## src/rtl/inst_fetch_ctrl.sv

```systemverilog
// Fetch sequencer between the PC/redirect logic, the I-cache and a dual-write
// instruction FIFO. One I-cache request is kept in flight at a time; each
// request fetches an aligned pair of words at the fetch PC (one word at the
// end of a cache line). Returned words are pushed into the FIFO with their
// PCs. A redirect flushes the FIFO and any in-flight response is discarded.
//
// Ports:
//   clk_i, rst_ni              clock (rising edge), async active-low reset
//   stall_i                    hold off new requests (in-flight ones complete)
//   redirect_valid_i/pc_i      one-cycle restart of fetch at redirect_pc_i
//   fifo_full_i                FIFO cannot take two more entries
//   fifo_rst_o                 registered FIFO flush
//   fifo_we{1,2}_o             slot write enables (slot 2 = word at PC+4)
//   fifo_waddr{1,2}_o          PCs of the written words
//   fifo_wdata{1,2}_o          written instruction words
//   inst_req_o, inst_addr_o    I-cache request and its address
//   inst_addr_ok_i             request accepted
//   inst_data_ok_i             response valid
//   inst_rdata{1,2}_i          words at inst_addr and inst_addr+4
//   fetch_pc_o                 current fetch PC

module inst_fetch_ctrl #(
  parameter logic [31:0] ResetPc   = 32'hBFC0_0000,
  parameter int unsigned LineBytes = 32
) (
  input  logic        clk_i,
  input  logic        rst_ni,
  input  logic        stall_i,
  input  logic        redirect_valid_i,
  input  logic [31:0] redirect_pc_i,
  input  logic        fifo_full_i,
  output logic        fifo_rst_o,
  output logic        fifo_we1_o,
  output logic        fifo_we2_o,
  output logic [31:0] fifo_waddr1_o,
  output logic [31:0] fifo_waddr2_o,
  output logic [31:0] fifo_wdata1_o,
  output logic [31:0] fifo_wdata2_o,
  output logic        inst_req_o,
  output logic [31:0] inst_addr_o,
  input  logic        inst_addr_ok_i,
  input  logic        inst_data_ok_i,
  input  logic [31:0] inst_rdata1_i,
  input  logic [31:0] inst_rdata2_i,
  output logic [31:0] fetch_pc_o
);

  localparam int unsigned OffW = $clog2(LineBytes);

  typedef enum logic [1:0] {StIdle, StReq, StWait} state_e;

  state_e      state_q, state_d;
  logic [31:0] fetch_pc_q, fetch_pc_d;
  logic [31:0] req_addr_q, req_addr_d;
  logic        stale_q, stale_d;
  logic        fifo_rst_q, fifo_rst_d;

  logic        last;
  logic        resp_write;
  logic [31:0] redirect_tgt;
  logic        unused_redirect_lsb;

  assign redirect_tgt        = {redirect_pc_i[31:2], 2'b00};
  assign unused_redirect_lsb = ^redirect_pc_i[1:0];

  // Last word of the cache line: only one word of the pair is meaningful.
  assign last = &fetch_pc_q[OffW-1:2];

  // A redirect in the response cycle wins over the data.
  assign resp_write = (state_q == StWait) & inst_data_ok_i & ~stale_q & ~redirect_valid_i;

  always_comb begin
    state_d    = state_q;
    fetch_pc_d = fetch_pc_q;
    req_addr_d = req_addr_q;
    stale_d    = stale_q;
    fifo_rst_d = redirect_valid_i;

    unique case (state_q)
      StIdle: begin
        // FIFO space is only sampled here; with one request outstanding the
        // count cannot grow before the response lands.
        if (!fifo_full_i && !stall_i && !redirect_valid_i) begin
          state_d    = StReq;
          req_addr_d = fetch_pc_q;
        end
      end
      StReq: begin
        // The request address is held even across a redirect; the response
        // is then marked stale and dropped.
        if (redirect_valid_i) stale_d = 1'b1;
        if (inst_addr_ok_i)   state_d = StWait;
      end
      StWait: begin
        // Always back through idle so fifo_full is re-sampled after the write.
        if (inst_data_ok_i) begin
          state_d = StIdle;
          stale_d = 1'b0;
        end else if (redirect_valid_i) begin
          stale_d = 1'b1;
        end
      end
      default: state_d = StIdle;
    endcase

    if (redirect_valid_i) begin
      fetch_pc_d = redirect_tgt;
    end else if (resp_write) begin
      fetch_pc_d = fetch_pc_q + (last ? 32'd4 : 32'd8);
    end
  end

  always_ff @(posedge clk_i or negedge rst_ni) begin
    if (!rst_ni) begin
      state_q    <= StIdle;
      fetch_pc_q <= ResetPc;
      req_addr_q <= ResetPc;
      stale_q    <= 1'b0;
      fifo_rst_q <= 1'b1;
    end else begin
      state_q    <= state_d;
      fetch_pc_q <= fetch_pc_d;
      req_addr_q <= req_addr_d;
      stale_q    <= stale_d;
      fifo_rst_q <= fifo_rst_d;
    end
  end

  assign inst_req_o    = (state_q == StReq);
  assign inst_addr_o   = (state_q == StReq) ? req_addr_q : fetch_pc_q;
  assign fetch_pc_o    = fetch_pc_q;
  assign fifo_rst_o    = fifo_rst_q;
  assign fifo_we1_o    = resp_write;
  assign fifo_we2_o    = resp_write & ~last;
  assign fifo_waddr1_o = fetch_pc_q;
  assign fifo_waddr2_o = fetch_pc_q + 32'd4;
  assign fifo_wdata1_o = inst_rdata1_i;
  assign fifo_wdata2_o = inst_rdata2_i;

endmodule
```

## config.mk

```make
export PLATFORM = sky130hd
export DESIGN_NAME = inst_fetch_ctrl
export DESIGN_NICKNAME = d
export VERILOG_FILES = /design/src/rtl/inst_fetch_ctrl.sv
export SDC_FILE = /design/constraint.sdc
export NUM_CORES = 1
export LEC_CHECK = 0
export ABC_AREA = 1
export CAP_MARGIN = 25
export CORE_ASPECT_RATIO = 0.7
export CORE_MARGIN = 2
export CORE_UTILIZATION = 42
export CTS_CLUSTER_SIZE = 24
export DETAILED_ROUTE_END_ITERATION = 10
export PLACE_DENSITY = 0.92
export SLEW_MARGIN = 40
export SYNTH_ARGS = -nofsm -noshare
export SYNTH_HDL_FRONTEND = slang
export SYNTH_SLANG_ARGS = --single-unit
```

## constraint.sdc

```tcl
create_clock -name clk_i -period 4.32 [get_ports clk_i]
set_input_delay 0.432 -clock clk_i [delete_from_list [all_inputs] [get_ports clk_i]]
set_output_delay 0.432 -clock clk_i [all_outputs]
set_load 0.05 [all_outputs]
```

=== Word-level counts from Yosys, hierarchy flattened ===
Cells that the tools add are included.

* Word-level logic and storage cells: 41
* Output and inout port bits: 196
* Register bits: 68
* Input bits: 103

* Eq/ne operators: 5
* Add/subtract/negate cells: 2
* Bitwise gates (word level): 7
* Reduce and logical (&&, ||, !) cells: 11
* Muxes and demuxes: 11

{| class="wikitable"
|+ Operators with widths
! kind !! number
|-
| $mux W32 || 3
|-
| $add A32 B3 Y32 const B || 1
|-
| $add A32 B4 Y32 || 1
|-
| $mux W2 || 3
|-
| $pmux W2 S3 || 1
|-
| $reduce_and A3 Y1 || 2
|-
| $and A1 B1 Y1 || 4
|-
| $mux W4 || 1
|-
| $ne A2 B2 Y1 const B || 2
|-
| $reduce_bool A2 Y1 || 2
|-
| $logic_not A1 Y1 || 3
|-
| $not A1 Y1 || 3
|-
| $eq A2 B1 Y1 const B || 1
|-
| $eq A2 B2 Y1 const B || 1
|-
| $logic_and A1 B1 Y1 || 2
|-
| $logic_not A2 Y1 || 1
|-
| $mux W1 || 2
|-
| $ne A2 B1 Y1 const B || 1
|-
| $pmux W1 S2 || 1
|-
| $reduce_and A2 Y1 || 1
|}

=== Longest topological paths before layout ===
Gate-level depths: netlist (run 1).

* Word-level depth: 6
* Gate-level depth with buffers: 15
* Mapped depth without buffers: 15

=== Worst setup path after synthesis (run 1) ===
OpenSTA, ideal clock, no wires.

* Path type: flip-flop to output port
* Start: register fetch_pc_q[4], in the netlist fetch_pc_o[4]
* End: output fifo_waddr2_o[21]
* Stages on the path, launching flop included: 8
* Buffers on the path: 0
* Slack: 1.461 ns
* Arrival: 2.427 ns
* Cells stage by stage: dfrtp_1 > ha_1 > nand3_4 > nor2_4 > nand2_2 > nor3_2 > nand2_1 > xor2_1

* Longest elaborated chain between the ends: 1

{| class="wikitable"
|+ RTL lines
! item !! RTL line !! text
|-
| start, declared || 53 || <nowiki>logic [31:0] fetch_pc_q, fetch_pc_d;</nowiki>
|-
| start signal, assigned || 116 || <nowiki>fetch_pc_q <= ResetPc;</nowiki>
|-
| start signal, assigned || 122 || <nowiki>fetch_pc_q <= fetch_pc_d;</nowiki>
|-
| $add A32 B3 Y32 || 136 || <nowiki>assign fifo_waddr2_o = fetch_pc_q + 32'd4;</nowiki>
|-
| end, declared || 36 || <nowiki>output logic [31:0] fifo_waddr2_o,</nowiki>
|}

Every way passes these cells.

=== Worst setup path in the final report (run 1) ===
* Start: register fetch_pc_q[2], in the netlist fetch_pc_o[2]
* End: output fifo_waddr2_o[20]

Same word-level chain as after synthesis.

==> flow_metrics.env, run 1 <==
export IMPL_worstSetupStartpointType="flop"
export IMPL_clock_tree_htree_level_count=3
export IMPL_finalCriticalPeriod_ps=3670
export IMPL_grt_first_pass_wirelength_um=26100
export IMPL_die_outline_width_um=137
export IMPL_commonest_cells_after_routing_fill_and_taps_aside="nand2_1, clkdlybuf4s50_1, o21ai_0"
export IMPL_core_region_area_um2=11900
export IMPL_worst_clock_skew_ps=6.53
export IMPL_power_frac_comb_pct=57.0
export IMPL_post_cts_setup_buffer_count=0
export IMPL_route_detailed_vias_per_inst=5.29
export IMPL_path_class="reg -> out"
export IMPL_detailedPlace_worstSlack_ps=1060
export IMPL_ff_to_ff_end="fetch_pc_o[10]$_DFFE_PN0N_"
export IMPL_clock_fmax_ghz=0.272
export IMPL_grt_use_met1_pct=36.4
export IMPL_crit_slowest_cell="clkdlybuf4s50_1"
export IMPL_track_usage_pct=25.7
export IMPL_row_count=33
export IMPL_drt_pre_antenna_iters=5
export IMPL_worst_r2r_setup_slack_ps=1450
export IMPL_grtUsageMet2_pct=37.2
export IMPL_postSynth_topFlopCell="dfrtp_1"
export IMPL_vias=4996
export IMPL_post_route_worst_setup_slack_ps=649
export IMPL_netlist_cell_type_count=36
export IMPL_final_min_period_over_clock_period_pct=85.0
export IMPL_internal_power_mw=1.98
export IMPL_asyncSetResetFlopFracSynth_pct=100
export IMPL_most_utilized_layer_in_the_global_route_result="met2"
export IMPL_setup_repair_after_global_routing_missed_its_margin="no"
export IMPL_power_density_nw_per_um2=625
export IMPL_crit_chain="ha_1, inv_1, nor2_2, nand2_1, nor2_2, nand3_1, xor2_1, clkdlybuf4s50_1"
export IMPL_arrival_ps=3240
export IMPL_post_dp_hpwl_um=13000
export IMPL_outcome="complete, no violations"
export IMPL_route_detailed_drc=0
export IMPL_p_switching_mw=2.08
export IMPL_cts_root_to_sink_buffers=2
export IMPL_setup_violations_final=0
export IMPL_cts_root_buf="clkbuf_16"
export IMPL_cap_violations=0
export IMPL_port_buffers=160
export IMPL_worst_ep_required_time_ps=3890
export IMPL_power_leakage_nw=2.74
export IMPL_grt_util_met3_pct=9.55
export IMPL_switching_share_pct=51.1
export IMPL_reg2reg_from="fetch_pc_o[2]$_DFFE_PN0N_"
export IMPL_area_of_the_die_um2=13300
export IMPL_globalplace_congestion=0.968
export IMPL_crit_path_max_fanout=12
export IMPL_cp_num_buf_inv=2
export IMPL_synth_seq_area_share_pct=31.2
export IMPL_transition_at_the_pin_with_the_smallest_max_transition_slack_ps=721
export IMPL_critPathMostFrequentCell="nor2_2"
export IMPL_syn_avg_cell_area_um2=7.18
export IMPL_worstSkewPairLatency_ps=350
export IMPL_first_global_vias=4607
export IMPL_post_synth_inst_count=725
export IMPL_ctsResizeCount=0
export IMPL_holdCritPathClass="in -> async"
export IMPL_drt_wl_total_um=17200
export IMPL_initialDrtViolationCount=429
export IMPL_maxSlewViolCount=0
export IMPL_drive_gt1_share_pct=12.6
export IMPL_tritoncts_num_buffers=9
export IMPL_timing_max_slew_rel_slack_pct=51.8
export IMPL_pwr_share_seq_pct=24.7
export IMPL_die_height_um=97.2
export IMPL_worst_path_dominant_cell_family="buffers and inverters"
export IMPL_finalNonFillerCells=945
export IMPL_grt_max_degree=63
export IMPL_finalCoreUtilization_pct=54.7
export IMPL_ios=299
export IMPL_wl_per_cell_um=18.2
export IMPL_cts_reportedPaths_clkPinSlew_ps=60
export IMPL_hold_viol=0
export IMPL_dp_cells=930
export IMPL_post_synth_edffs=0
export IMPL_post_synth_instance_area_um2=5210
export IMPL_yosys_register_bits=64
export IMPL_yosys_warnings=0
export IMPL_cts_tree="yes"
export IMPL_start_util_pct=43.8
export IMPL_power_frac_clock_pct=18.3
export IMPL_cts_hold_buffers_added=0
export IMPL_finalSetupTns_ps=0
export IMPL_drt_antenna_violating_nets=0
export IMPL_numClockSinks=64
export IMPL_final_nets=895
export IMPL_setup_worst_path_end_class="output pin"
export IMPL_area_growth_pct=24.9
export IMPL_antenna_violations_before_repair=0
export IMPL_insertedDiodeCount=0
export IMPL_cpPeakStageDelay_ps=820
export IMPL_mostFrequentLayoutCell="nand2_1"
export IMPL_r2r_cells=14
export IMPL_grt_remaining_overflow=0
export IMPL_max_vdd_ir_drop_v=0.000390
-- state kept, by name (all words and copies together) (netlist names) --
signal,count
stale_q,1
fifo_rst_o,1
fetch_pc_o,30
req_addr_q,30
state_q,2
-- worst reg2reg max path, delay by kind of cell (launching register included) --
kind	cells	cell delay [ps]
fa+ha+maj	3	780
xor+xnor	1	160
buf+inv	3	300
compound gates	1	80
flops	1	620
simple gates	6	810
-- synthesized netlist by cell type (7+ instances only) --
master | instances | share of area [%]
a21oi_1 | 7 | 0.67
buf_4 | 104 | 15
clkbuf_1 | 15 | 1.1
dfrtp_1 | 45 | 22
dfstp_2 | 19 | 9.6
ha_1 | 8 | 1.9
inv_1 | 49 | 3.5
inv_2 | 8 | 0.58
nand2_1 | 196 | 14
nand2_2 | 11 | 1.3
nand3_1 | 46 | 4.4
nand4_1 | 7 | 0.84
nor2_1 | 44 | 3.2
nor2_2 | 16 | 1.9
nor3_2 | 7 | 1.3
o21ai_0 | 70 | 6.7
xor2_1 | 33 | 5.6
-- area by class of cell --
type	instances	area [µm²]
clock buffer	10	239
clock inverter	5	57.6
fill	1120	5390
inverter	58	218
multi-input combinational	485	2530
sequential	64	1630
tap	157	196
timing repair buffer	166	1640
-- per-stage QoR --
step	hold slack (ps)	total power, mW	area (µm²)
6_report	24.7	4.06	6500
3_5_place_dp	474	3.32	6210
4_1_cts	183	4.07	6500
2_1_floorplan	136	2.75	5230
3_3_place_gp	466	3.27	6200
5_1_grt	51.2	4.26	6500
-- metal layers --
layer  up-vias  wire (µm)  share of wire [%]
met5         -          0                  0
met2       338       7400                 43
met1      2329       7330                 43
met3        20       2260                 13
li1       2309          -                  -
met4         0        180                1.0
-- worst max path at each step --
| stage | start | end | slack [ps] | cells past startpoint |
|---|---|---|---|---|
| floorplan | fetch_pc_o[4]$_DFFE_PN0N_ | fifo_waddr2_o[21] | 1460 | 7 |
| global placement | fetch_pc_o[2]$_DFFE_PN0N_ | fifo_waddr2_o[20] | 1140 | 8 |
| detailed placement | fetch_pc_o[2]$_DFFE_PN0N_ | fifo_waddr2_o[20] | 1060 | 8 |
| CTS | fetch_pc_o[2]$_DFFE_PN0N_ | fifo_waddr2_o[20] | 670 | 8 |
| global route | fetch_pc_o[2]$_DFFE_PN0N_ | fifo_waddr2_o[20] | 520 | 8 |
| finish | fetch_pc_o[2]$_DFFE_PN0N_ | fifo_waddr2_o[20] | 650 | 8 |
-- logic make-up after synthesis --
| kind of cell | synth area share [%] |
|---|---|
| AOI/OAI and AO/OA | 10.0 |
| xor gates and xnor gates | 5.55 |
| adders and majority gates | 1.92 |
| buffers and inverters | 21.1 |
| DFF | 31.2 |
| other | 0.0720 |
| and+or+nand+nor | 30.2 |
-- power groups by stage --
| stage | Clock (mW) | Sequential [mW] | Combinational (mW) |
|---|---|---|---|
| 6_report | 0.745 | 1.00 | 2.32 |
| 5_1_grt | 0.785 | 1.02 | 2.45 |
| 4_1_cts | 0.751 | 0.997 | 2.33 |
| 3_5_place_dp | 0 | 1.00 | 2.32 |
| 3_3_place_gp | 0 | 0.988 | 2.28 |
| 2_1_floorplan | 0 | 1.09 | 1.67 |
(Power assumes the default switching activity.)
==> run 2, diff against run 1 <==
--- a/config.mk
+++ b/config.mk
@@ -9,10 +9,10 @@
 export CAP_MARGIN = 25
 export CORE_ASPECT_RATIO = 0.7
 export CORE_MARGIN = 2
-export CORE_UTILIZATION = 42
+export CORE_UTILIZATION = 35
 export CTS_CLUSTER_SIZE = 24
 export DETAILED_ROUTE_END_ITERATION = 10
-export PLACE_DENSITY = 0.92
+export PLACE_DENSITY = 0.83
 export SLEW_MARGIN = 40
 export SYNTH_ARGS = -nofsm -noshare
 export SYNTH_HDL_FRONTEND = slang
==> constraint.sdc (replaced) <==
create_clock -name clk_i -period 3 [get_ports clk_i]
set_input_delay 0.3 -clock clk_i [delete_from_list [all_inputs] [get_ports clk_i]]
set_output_delay 0.3 -clock clk_i [all_outputs]
set_load 0.05 [all_outputs]
==> run 2 against run 1 <==
Hold slack better by 28 ps. Total power up 42%. Combinational power up 44%. Critical endpoint unchanged.
==> flow_metrics.env, run 2 (synthesis results as in run 1) <==
export IMPL_cts_hold_buffers_added=0
export IMPL_fin_hold_ws_ps=52.7
export IMPL_final_min_period_over_clock_period_pct=94.6
export IMPL_cts_reportedPaths_clkPinSlew_ps=60
export IMPL_drt_wl_total_um=17400
export IMPL_multi_input_area_um2=2530
export IMPL_layout_filler_cells=1477
export IMPL_grt_first_pass_wirelength_um=26500
export IMPL_finalSetupTns_ps=0
export IMPL_switching_share_pct=52.6
export IMPL_power_density_nw_per_um2=881
export IMPL_max_vdd_ir_drop_v=0.000443
export IMPL_ff_to_ff_end="fetch_pc_o[18]$_DFFE_PN0N_"
export IMPL_power_frac_clock_pct=17.5
export IMPL_route_detailed_vias_per_inst=5.04
export IMPL_post_route_worst_setup_slack_ps=161
export IMPL_pwr_share_seq_pct=24.6
export IMPL_first_global_vias=4673
export IMPL_cts_tree="yes"
export IMPL_die_outline_width_um=150
export IMPL_cts_root_buf="clkbuf_16"
export IMPL_antenna_violations_before_repair=0
export IMPL_grt_remaining_overflow=0
export IMPL_die_height_um=106
export IMPL_globalplace_congestion=0.944
export IMPL_worst_ep_required_time_ps=2700
export IMPL_insertedDiodeCount=0
export IMPL_vias=4987
export IMPL_cap_violations=0
export IMPL_worstSkewPairLatency_ps=350
export IMPL_tritoncts_num_buffers=9
export IMPL_power_leakage_nw=2.86
export IMPL_track_usage_pct=22.1
export IMPL_p_switching_mw=3.04
export IMPL_worst_clock_skew_ps=12.0
export IMPL_reg2reg_from="fetch_pc_o[3]$_DFFE_PN0N_"
export IMPL_hold_viol=0
export IMPL_transition_at_the_pin_with_the_smallest_max_transition_slack_ps=619
export IMPL_finalCoreUtilization_pct=44.8
export IMPL_wl_per_cell_um=17.6
export IMPL_final_nets=900
export IMPL_mostFrequentLayoutCell="nand2_1"
export IMPL_setup_violations_final=0
export IMPL_start_util_pct=35.6
export IMPL_crit_path_max_fanout=8
export IMPL_total_power_mw=5.77
export IMPL_row_count=37
export IMPL_area_growth_pct=25.8
export IMPL_route_detailed_drc=0
export IMPL_path_class="reg -> out"
export IMPL_setup_worst_path_end_class="output pin"
export IMPL_core_region_area_um2=14600
export IMPL_worst_r2r_setup_slack_ps=380
export IMPL_port_buffers=160
export IMPL_seq_area_um2=1630
export IMPL_drt_pre_antenna_iters=5
export IMPL_ios=299
export IMPL_detailedPlace_worstSlack_ps=469
export IMPL_numClockSinks=64
export IMPL_clock_fmax_ghz=0.352
export IMPL_arrival_ps=2540
export IMPL_outcome="complete, no violations"
export IMPL_setup_repair_after_global_routing_missed_its_margin="no"
export IMPL_commonest_cells_after_routing_fill_and_taps_aside="nand2_1, clkdlybuf4s50_1, o21ai_0"
export IMPL_finalCriticalPeriod_ps=2840
export IMPL_area_of_the_die_um2=15900
export IMPL_initialDrtViolationCount=462
export IMPL_timing_max_slew_rel_slack_pct=58.7
export IMPL_internal_power_mw=2.73
export IMPL_clock_tree_htree_level_count=3
export IMPL_r2r_cells=15
export IMPL_cts_root_to_sink_buffers=2
export IMPL_drive_gt1_share_pct=19.5
export IMPL_worstSetupStartpointType="flop"
export IMPL_post_dp_hpwl_um=13400
export IMPL_grt_max_degree=65
export IMPL_drt_antenna_violating_nets=0
export IMPL_power_frac_comb_pct=57.9
export IMPL_maxSlewViolCount=0
export IMPL_holdCritPathClass="in -> async"
## run 2: cell count changes in the layout (fill, tap and decap cells not counted), moves of 2 or more
cell	change
buf_12	+7
dlymetal6s2s_1	+2
clkinv_4	+2
buf_4	+44
clkdlybuf4s50_1	-50
ha_2	+2
## run 2: worst max-delay path by stage
stage                                          start                end  slack, ps  cells past startpoint
after floorplan            fetch_pc_o[4]$_DFFE_PN0N_  fifo_waddr2_o[21]        270                      7
after global placement     fetch_pc_o[4]$_DFFE_PN0N_   fifo_waddr2_o[9]        500                      5
after detailed placement  fetch_pc_o[12]$_DFFE_PN0N_  fifo_waddr2_o[22]        470                      7
after CTS                 fetch_pc_o[12]$_DFFE_PN0N_  fifo_waddr2_o[22]         80                      7
after global routing       fetch_pc_o[4]$_DFFE_PN0N_   fifo_waddr2_o[8]         30                      7
final                      fetch_pc_o[3]$_DFFE_PN0N_  fifo_waddr2_o[20]        160                      8
## run 2: power by group through the flow
stage / logic [mW] / registers [mW] / clock network [mW]
after detailed placement: 3.35 / 1.43 / 0
after CTS: 3.35 / 1.42 / 1.02
after floorplan: 2.40 / 1.56 / 0
after global routing: 3.54 / 1.46 / 1.06
after global placement: 3.30 / 1.41 / 0
final: 3.34 / 1.42 / 1.01
## run 2: timing repair
item / in CTS / in global routing
resized for setup: 0 / 3
buffers inserted: 0 / 0
endpoints found under the setup margin: 0 / 3
## run 2: area by class of cell
class,instances,share of cell area [%]
multi-input combinational,485,38.6
timing repair buffer,171,25.2
clock buffer,10,3.65
clock inverter,6,0.688
tap,195,3.72
sequential,64,24.8
inverter,58,3.32
## run 2: per-layer routing
| layer | global-route usage [%] | wire length [µm] |
|---|---|---|
| met5 | 0 | 0 |
| met1 | 31.1 | 7670 |
| met4 | 4.78 | 250 |
| met3 | 7.90 | 2000 |
| met2 | 32.3 | 7510 |
## run 2: metrics by stage
step / cell area (µm²) / instances
floorplan: 5230 / 732
global placement: 6250 / 973
detailed placement: 6250 / 973
CTS: 6540 / 989
global route: 6550 / 989
finish: 6550 / 989
## run 2: worst max-delay path, stage by stage, from the launching register on
cell and delay, ps:
dfrtp_1 490, ha_1 360, inv_1 120, nor2_2 190
nand2_1 190, nor2_2 250, nand3_1 130, xor2_1 290
buf_12 180
==> run 3, diff against run 2 <==
--- a/config.mk
+++ b/config.mk
@@ -10,6 +10,7 @@
 export CORE_ASPECT_RATIO = 0.7
 export CORE_MARGIN = 2
 export CORE_UTILIZATION = 35
+export CTS_BUF_LIST = sky130_fd_sc_hd__clkbuf_8 sky130_fd_sc_hd__clkbuf_16
 export CTS_CLUSTER_SIZE = 24
 export DETAILED_ROUTE_END_ITERATION = 10
 export PLACE_DENSITY = 0.83
==> results of run 3 <==
Same layout as run 2: the final DEF is identical, and so are final timing and power.
